## src/rtl/csa_subtractor_seq_if.sv

```systemverilog
// Operand/result handshake bundle for csa_subtractor_seq.
// Optional flag signals (zero, ovf) exist only when CSS_FLAGS_EN is defined.
interface csa_subtractor_seq_if #(
  parameter int WIDTH = 32
);
  logic             in_valid;
  logic             in_ready;
  logic [WIDTH-1:0] a;
  logic [WIDTH-1:0] b;
  logic             bin;
  logic             out_valid;
  logic             out_ready;
  logic [WIDTH-1:0] diff;
  logic             bout;
`ifdef CSS_FLAGS_EN
  logic             zero;
  logic             ovf;

  modport master (output in_valid, a, b, bin, out_ready,
                  input  in_ready, out_valid, diff, bout, zero, ovf);
  modport slave  (input  in_valid, a, b, bin, out_ready,
                  output in_ready, out_valid, diff, bout, zero, ovf);
`else
  modport master (output in_valid, a, b, bin, out_ready,
                  input  in_ready, out_valid, diff, bout);
  modport slave  (input  in_valid, a, b, bin, out_ready,
                  output in_ready, out_valid, diff, bout);
`endif
endinterface

```

## src/rtl/csa_subtractor_seq.sv

```systemverilog
// Multi-cycle carry-select subtractor: diff = a - b - bin, SLICES_PER_CYCLE slices per clock, LSB first.
// Define CSS_FLAGS_EN to add registered zero/ovf result flags.
module csa_subtractor_seq #(
  parameter int WIDTH            = 32,
  parameter int SLICE            = 4,
  parameter int SLICES_PER_CYCLE = 2
) (
  input logic                clk,
  input logic                rst,
  csa_subtractor_seq_if.slave bus
);

  localparam int K     = SLICE * SLICES_PER_CYCLE;
  localparam int STEPS = WIDTH / K;
  localparam int SW    = (STEPS > 1) ? $clog2(STEPS) : 1;

  typedef enum logic [1:0] {IDLE, RUN, DONE} state_t;

  state_t           state_q, state_d;
  logic [WIDTH-1:0] a_q, nb_q, diff_q, diff_upd;
  logic             carry_q, carry_nxt, bout_q;
  logic [SW-1:0]    step_q;
  logic [K-1:0]     win_a, win_nb, win_sum;
  logic             accept, last_step;

  // Both carry candidates are formed up front; the incoming carry only picks one.
  function automatic logic [SLICE:0] slice_sel(input logic [SLICE-1:0] x,
                                               input logic [SLICE-1:0] y,
                                               input logic             cin);
    logic [SLICE:0] s0, s1;
    s0 = {1'b0, x} + {1'b0, y};
    s1 = {1'b0, x} + {1'b0, y} + (SLICE+1)'(1);
    return cin ? s1 : s0;
  endfunction

  assign accept    = bus.in_valid && (state_q == IDLE);
  assign last_step = (step_q == SW'(STEPS - 1));

  assign bus.in_ready  = (state_q == IDLE);
  assign bus.out_valid = (state_q == DONE);
  assign bus.diff      = diff_q;
  assign bus.bout      = bout_q;

  always_comb begin
    logic           c;
    logic [SLICE:0] r;
    win_a   = a_q[step_q*K +: K];
    win_nb  = nb_q[step_q*K +: K];
    win_sum = '0;
    c       = carry_q;
    r       = '0;
    for (int s = 0; s < SLICES_PER_CYCLE; s++) begin
      r = slice_sel(win_a[s*SLICE +: SLICE], win_nb[s*SLICE +: SLICE], c);
      win_sum[s*SLICE +: SLICE] = r[SLICE-1:0];
      c = r[SLICE];
    end
    carry_nxt = c;
    diff_upd  = diff_q;
    diff_upd[step_q*K +: K] = win_sum;
  end

  always_comb begin
    state_d = state_q;
    case (state_q)
      IDLE:    if (accept) state_d = RUN;
      RUN:     if (last_step) state_d = DONE;
      DONE:    if (bus.out_ready) state_d = IDLE;
      default: state_d = IDLE;
    endcase
  end

  always_ff @(posedge clk) begin
    if (rst) state_q <= IDLE;
    else     state_q <= state_d;
  end

  // Operand capture; a is kept true, b is stored inverted for the a + ~b + ~bin form.
  always_ff @(posedge clk) begin
    if (accept) begin
      a_q  <= bus.a;
      nb_q <= ~bus.b;
    end
  end

`ifdef CSS_FLAGS_EN
  logic zero_q, ovf_q;
  assign bus.zero = zero_q;
  assign bus.ovf  = ovf_q;
`endif

  always_ff @(posedge clk) begin
    if (rst) begin
      carry_q <= 1'b0;
      step_q  <= '0;
      diff_q  <= '0;
      bout_q  <= 1'b0;
`ifdef CSS_FLAGS_EN
      zero_q  <= 1'b0;
      ovf_q   <= 1'b0;
`endif
    end else if (state_q == IDLE) begin
      if (accept) begin
        carry_q <= ~bus.bin;
        step_q  <= '0;
      end
    end else if (state_q == RUN) begin
      diff_q  <= diff_upd;
      carry_q <= carry_nxt;
      step_q  <= step_q + SW'(1);
      if (last_step) begin
        bout_q <= ~carry_nxt;
`ifdef CSS_FLAGS_EN
        zero_q <= (diff_upd == '0);
        ovf_q  <= (a_q[WIDTH-1] != ~nb_q[WIDTH-1]) && (diff_upd[WIDTH-1] != a_q[WIDTH-1]);
`endif
      end
    end
  end

endmodule

```

## src/flat_wrapper.sv

```systemverilog
// flat-port wrapper written by rule: the top's interface ports become plain ports
module csa_subtractor_seq_flat 
#(
  parameter int WIDTH            = 32,
  parameter int SLICE            = 4,
  parameter int SLICES_PER_CYCLE = 2
)
  (clk, rst, bus_in_valid, bus_a, bus_b, bus_bin, bus_out_ready, bus_in_ready, bus_out_valid, bus_diff, bus_bout);
  csa_subtractor_seq_if #(.WIDTH(WIDTH)) bus_i ();
  input logic clk;
  input logic rst;
  input wire logic [$bits(bus_i.in_valid)-1:0] bus_in_valid;
  input wire logic [$bits(bus_i.a)-1:0] bus_a;
  input wire logic [$bits(bus_i.b)-1:0] bus_b;
  input wire logic [$bits(bus_i.bin)-1:0] bus_bin;
  input wire logic [$bits(bus_i.out_ready)-1:0] bus_out_ready;
  output wire logic [$bits(bus_i.in_ready)-1:0] bus_in_ready;
  output wire logic [$bits(bus_i.out_valid)-1:0] bus_out_valid;
  output wire logic [$bits(bus_i.diff)-1:0] bus_diff;
  output wire logic [$bits(bus_i.bout)-1:0] bus_bout;
  assign bus_i.in_valid = bus_in_valid;
  assign bus_i.a = bus_a;
  assign bus_i.b = bus_b;
  assign bus_i.bin = bus_bin;
  assign bus_i.out_ready = bus_out_ready;
  assign bus_in_ready = bus_i.in_ready;
  assign bus_out_valid = bus_i.out_valid;
  assign bus_diff = bus_i.diff;
  assign bus_bout = bus_i.bout;
  csa_subtractor_seq #(.WIDTH(WIDTH), .SLICE(SLICE), .SLICES_PER_CYCLE(SLICES_PER_CYCLE)) u_core (.clk(clk), .rst(rst), .bus(bus_i));
endmodule
```

## config.mk

```make
export PLATFORM = sky130hd
export DESIGN_NAME = csa_subtractor_seq_flat
export DESIGN_NICKNAME = d
export VERILOG_FILES = /design/src/rtl/csa_subtractor_seq_if.sv /design/src/rtl/csa_subtractor_seq.sv /design/src/flat_wrapper.sv
export SDC_FILE = /design/constraint.sdc
export NUM_CORES = 1
export LEC_CHECK = 0
export ABC_AREA = 1
export CAP_MARGIN = 20
export CORE_MARGIN = 3
export CORE_UTILIZATION = 50
export CTS_BUF_LIST = sky130_fd_sc_hd__clkbuf_8 sky130_fd_sc_hd__clkbuf_16
export DETAILED_ROUTE_END_ITERATION = 10
export PLACE_DENSITY = 0.8
export SLEW_MARGIN = 20
export SYNTH_ARGS = -nofsm -noshare
export SYNTH_HDL_FRONTEND = slang
export SYNTH_SLANG_ARGS = --single-unit
```

## constraint.sdc

```tcl
create_clock -name clk -period 5.5 [get_ports clk]
set_input_delay 0.825 -clock clk [delete_from_list [all_inputs] [get_ports clk]]
set_output_delay 0.825 -clock clk [all_outputs]
set_load 0.01 [all_outputs]
```

Word level (Yosys, flattened, before mapping):

Cells that the tools add are included.

* bits in latches: 0
* bits in registers: 102
* bits in writable memories: 0
* memories kept: 0
* logic and storage cells: 47
* output and inout port bits: 35
* ROM bits: 0
* input port bits: 69

* $mul: 0
* bitwise logic cells: 4
* $add $sub $neg: 6
* multiplexer cells: 13
* divide/modulo/power cells: 0
* equality and inequality tests: 6
* reduce and logical (&&, ||, !) cells: 7
* magnitude comparators: 0
* shift-type cells: 4

Operators with widths (number)
* 32-bit by 6-bit indexed part select with 8-bit output: 2
* 5-bit negation with 34-bit output: 1
* 8-bit by 34-bit variable shift with 32-bit output (first input constant): 1
* 8-bit by 34-bit indexed part select with 32-bit output: 1
* 32-bit bitwise mux: 1
* 32-bit inverter: 1
* 2-bit 2-to-1 mux: 6
* 4-bit by 4-bit adder with 5-bit output: 2
* 5-bit by 1-bit adder with 5-bit output (second input constant): 2
* 5-bit 2-to-1 mux: 2
* 2-bit one-hot mux with 3 select lines: 1
* 3-bit AND reduction: 2
* 2-bit equality test (second input constant): 2
* 2-bit by 1-bit != test with 1-bit output (second input constant): 2
* 2-bit AND reduction: 2
* 1-bit 2-to-1 mux: 3
* 1-bit inverter: 3
* 2-bit by 1-bit adder with 2-bit output (second input constant): 1
* 2-bit by 1-bit equality test with 1-bit output (second input constant): 1
* 2-bit zero test: 1
* 2-bit != test (second input constant): 1
* 2-bit nonzero test: 1
* 1-bit logical AND: 1

Longest topological paths before layout:

* depth in word-level cells: 7
* depth in mapped cells: 20
* depth with buffers taken out: 18

Worst setup path before layout:

Ideal clock, no wire load.

* path type: input port to flip-flop
* start: input port bus_in_valid
* end: register u_core.carry_q
* setup slack: 1146 ps
* data required time: 5430 ps
* stages: 6
* buffers on the path: 0
* arrival: 4284 ps
* setup time: 70 ps
* path through: inv_1 > nor2_1 > nor2_1 > a21oi_1 > nand2_1 > a21oi_1

* word-level cells in the longest chain between the ends: 3

Ends and longest elaborated chain
* from (decl): line flat_wrapper.sv:12 `input wire logic [$bits(bus_i.in_valid)-1:0] bus_in_valid;`
* 1-bit logical AND: line csa_subtractor_seq.sv:36 `assign accept = bus.in_valid && (state_q == IDLE);`
* named net u_core.accept: line csa_subtractor_seq.sv:24 `logic accept, last_step;`
* 2-bit by 1-bit != test with 1-bit output (no line)
* 2-bit AND reduction (no line)
* to (signal assigned): line csa_subtractor_seq.sv:103 `carry_q <= ~bus.bin;`
* to (signal assigned): line csa_subtractor_seq.sv:108 `carry_q <= carry_nxt;`
* to (decl): line csa_subtractor_seq.sv:21 `logic carry_q, carry_nxt, bout_q;`

The timed path passes the listed nets, and every way through them passes these cells.
A chain may end at the register's enable or synchronous reset.

Worst setup path in the final report:

* start: register u_core.step_q[1]
* end: register u_core.diff_q[30], in the netlist u_core.bus.diff[30]

* word-level cells in the longest chain between the ends: 7
* elaborated cells between the ends (all ways): 12
* those cells by class: 5 x add/sub; 4 x shift; 3 x mux

Ends and longest elaborated chain
* from (decl): line csa_subtractor_seq.sv:22 `logic [SW-1:0] step_q;`
* from (signal assigned): line csa_subtractor_seq.sv:109 `step_q <= step_q + SW'(1);`
* 32-bit by 6-bit indexed part select with 8-bit output (on tied branches): line csa_subtractor_seq.sv:47, csa_subtractor_seq.sv:48
* 4-bit by 4-bit adder with 5-bit output: line csa_subtractor_seq.sv:31, csa_subtractor_seq.sv:32
* 5-bit by 1-bit adder with 5-bit output: line csa_subtractor_seq.sv:32 `s1 = {1'b0, x} + {1'b0, y} + (SLICE+1)'(1);`
* 5-bit 2-to-1 mux (2 in series): line csa_subtractor_seq.sv:33 `return cin ? s1 : s0;`
* 8-bit by 34-bit indexed part select with 32-bit output: line csa_subtractor_seq.sv:59 `diff_upd[step_q*K +: K] = win_sum;`
* 32-bit bitwise mux *: line csa_subtractor_seq.sv:59
* to (signal assigned): line csa_subtractor_seq.sv:107 `diff_q <= diff_upd;`
* to (decl): line csa_subtractor_seq.sv:20 `logic [WIDTH-1:0] a_q, nb_q, diff_q, diff_upd;`

Every way passes the cells marked *; elsewhere a longest branch is shown, timed or not.

==> results.cfg <==
[run_status]
status = finished clean

[global_routing]
grtUsageTotal = 0.203
grt_pass1_wl_mm = 16.5
antenna_found_initial = 0
grt_pass1_vias = 3641
grt_overflow_total = 0
grt_max_degree = 46

[sta]
setup_viol = 0
hold_violations = 0
setup_slack_ps = 1610
finalCritPeriodShare = 0.708
fin_setup_tns_ps = 0
rsz0062_at_grt = false
max_freq_mhz = 257
finClkSkew_ps = 20.7
fin_crit_ps = 3890
slew_viol_final = 0
worst_pin_slew_ps = 707
slew_headroom = 0.528

[clocking]
root_buffer = clkbuf_8
cts_buffers = 9
post_cts_resized = 0
cts_buffer_depth = 2
ctsHoldBuffers = 0
cts_max_level = 3
cts_setup_buffers = 0
insertion_delay_ps = 370
cts_sinks = 102
cts_tree = built
clk_pin_slew_worst_paths_ps = 90

[logic_synthesis]
synth_common_cells = nand2_1, edfxtp_1, inv_1, nor2_1, a21oi_1
ys_warn_count = 0
synth_nets = 564
synth_enable_flop_cells = 64
synthArstFlopShare = 0
ys_seq_area_frac = 0.586
synth_area_leader_cell = edfxtp_1
synth.avg_cell_area_um2 = 9.60
synth_cells = 477
yosys.cell_types.count = 32
syn_area_um2 = 4580
synth_seq_cells = 102
ys.flop_type = edfxtp_1
synth_area_leaders = edfxtp_1, dfxtp_1, nand2_1, inv_1, a21oi_1
synth_top_area_share = 0.420
synth_most_common_cell = nand2_1

[worst_setup_path]
crit_chain = clkinv_1 > o21ai_0 > o22ai_1 > ha_1 > inv_1 > fa_1 > inv_1 > ha_1 > nand2_2 > nor2_4 > nand3_2 > nand3_1 > nand2_2 > nor2_2 > nand3_1 > a21oi_1
worst-path-stages = 16
endpoint_kind = flop
reg2reg_to = u_core.bus.diff[30]
regToRegStartpoint = u_core.step_q[1]
worst_setup_path_start_kind = flop
path_class = flop to flop
crit_family = simple AND/OR/NAND/NOR gates
crit_fanout = 21
r2r_cells = 16
required_ps = 5790
regToRegSetupSlack_ps = 1610
cp_num_buf_inv = 3
critPathSlowestCell = dfxtp_1
worstPathArrival_ps = 4180
critical-path-max-stage-delay_ps = 760

[power]
power_density_nw_per_um2 = 299
p_leak_nw = 2.31
ir_worst_vdd_mv = 0.163

[finish]
drive_gt1_frac = 0.0735
area_growth_pct = 29.3
diodes = 0
final_nets = 667

[routing]
wl_per_cell_um = 14.5
firstDrtPassIters = 5
vias = 3694
drt_iter0_drc = 192
route.detailed.drc = 0
wirelength_mm = 10.1
viasPerCell = 5.33
detail-route-antenna-nets = 0

[placed_design]
io_buffers = 103
gp_congestion = 0.878
post-dp-hpwl_mm = 7.54
dp_slack_ps = 1650

[worst_hold_path]
min_path_type = flop to flop
holdPathStages = 2
hold_start = u_core.bus.diff[18]
hold_end = u_core.bus.diff[18]

[die]
die_x_um = 102
row_count = 34
dieArea_um2 = 10300
start_util = 0.520
die_y_um = 102
io_pins = 104
core_area_um2 = 8810

[flow_run]
drv_cap = 0
metrics by stage:
step	utilization	hold WS (ps)	cell area [µm²]	instances	total power, mW
6_report	0.672	467	5920	693	1.77
5_1_grt	0.672	491	5920	693	1.86
4_1_cts	0.672	470	5920	693	1.78
3_5_place_dp	0.649	457	5720	677	1.31
3_3_place_gp	0.650	453	5720	677	1.30
2_1_floorplan	-	490	4580	477	1.18
worst reg2reg max path: cells and delay by family, from the launching register on:
family | cells | cell delay [ps]
compound gates | 3 | 570
simple gates | 7 | 860
buf+inv | 3 | 810
fa+ha+maj | 3 | 830
flops | 1 | 760
cell type report:
cell class	count	area, µm²
inverter	63	236
fill	684	2890
multi-input combinational	298	1610
tap	108	135
clock buffer	11	174
sequential	102	2680
clock inverter	5	30.0
timing repair buffer	106	1050
cells by family after synthesis:
group / count (synthesis) / synth area share
xor gates and xnor gates: 3 / 0.00574
buffers and inverters: 77 / 0.0636
and+or+nand+nor: 186 / 0.185
AOI/OAI and AO/OA: 91 / 0.108
adders and majority gates: 18 / 0.0524
DFF: 102 / 0.586
flip-flops by register name (all words and copies together) (netlist names):
| register | count |
|---|---|
| u_core.a_q | 32 |
| u_core.bus.bout | 1 |
| u_core.bus.diff | 32 |
| u_core.carry_q | 1 |
| u_core.nb_q | 32 |
| u_core.state_q | 2 |
| u_core.step_q | 2 |
worst max path at each step:
| stage | start | slack (ps) | endpoint |
|---|---|---|---|
| after global placement | u_core.step_q[1] | 1850 | u_core.bus.diff[29] |
| after detailed placement | u_core.step_q[1] | 1650 | u_core.bus.diff[21] |
| after global routing | u_core.step_q[1] | 1140 | u_core.bus.diff[13] |
| final | u_core.step_q[1] | 1610 | u_core.bus.diff[30] |
| after floorplan | bus_in_valid | 1150 | u_core.carry_q |
| after CTS | u_core.step_q[1] | 1600 | u_core.bus.diff[30] |
metal layers:
metal  up-vias  GRT usage  wire (µm)
met5         -          0          0
met4         0     0.0685        193
met3        20     0.0517        765
met2       152      0.347       5070
met1      1702      0.252       4040
li1       1820          -          -
power breakdown:
part,internal [mW],total [mW],switching [mW]
Combinational,0.166,0.425,0.259
Clock,0.219,0.470,0.251
Sequential,0.858,0.876,0.0174
layout by cell type (no fill, tap or decap), types with 3 or more instances in the layout:
| cell type | Yosys | routed |
|---|---|---|
| clkbuf_8 | 0 | 9 |
| nor2_4 | 2 | 3 |
| ha_1 | 16 | 16 |
| dfxtp_1 | 38 | 38 |
| nand2_2 | 10 | 10 |
| nand4_1 | 4 | 4 |
| nor2_1 | 43 | 42 |
| o21ai_0 | 30 | 30 |
| nor3_1 | 4 | 4 |
| edfxtp_1 | 64 | 64 |
| o22ai_1 | 14 | 14 |
| clkdlybuf4s50_1 | 0 | 102 |
| nand3_1 | 29 | 29 |
| a21oi_1 | 40 | 40 |
| buf_4 | 0 | 3 |
| nor2_2 | 4 | 4 |
| nand2_1 | 84 | 84 |
| inv_1 | 60 | 62 |
Power figures use the tool's default switching activity.
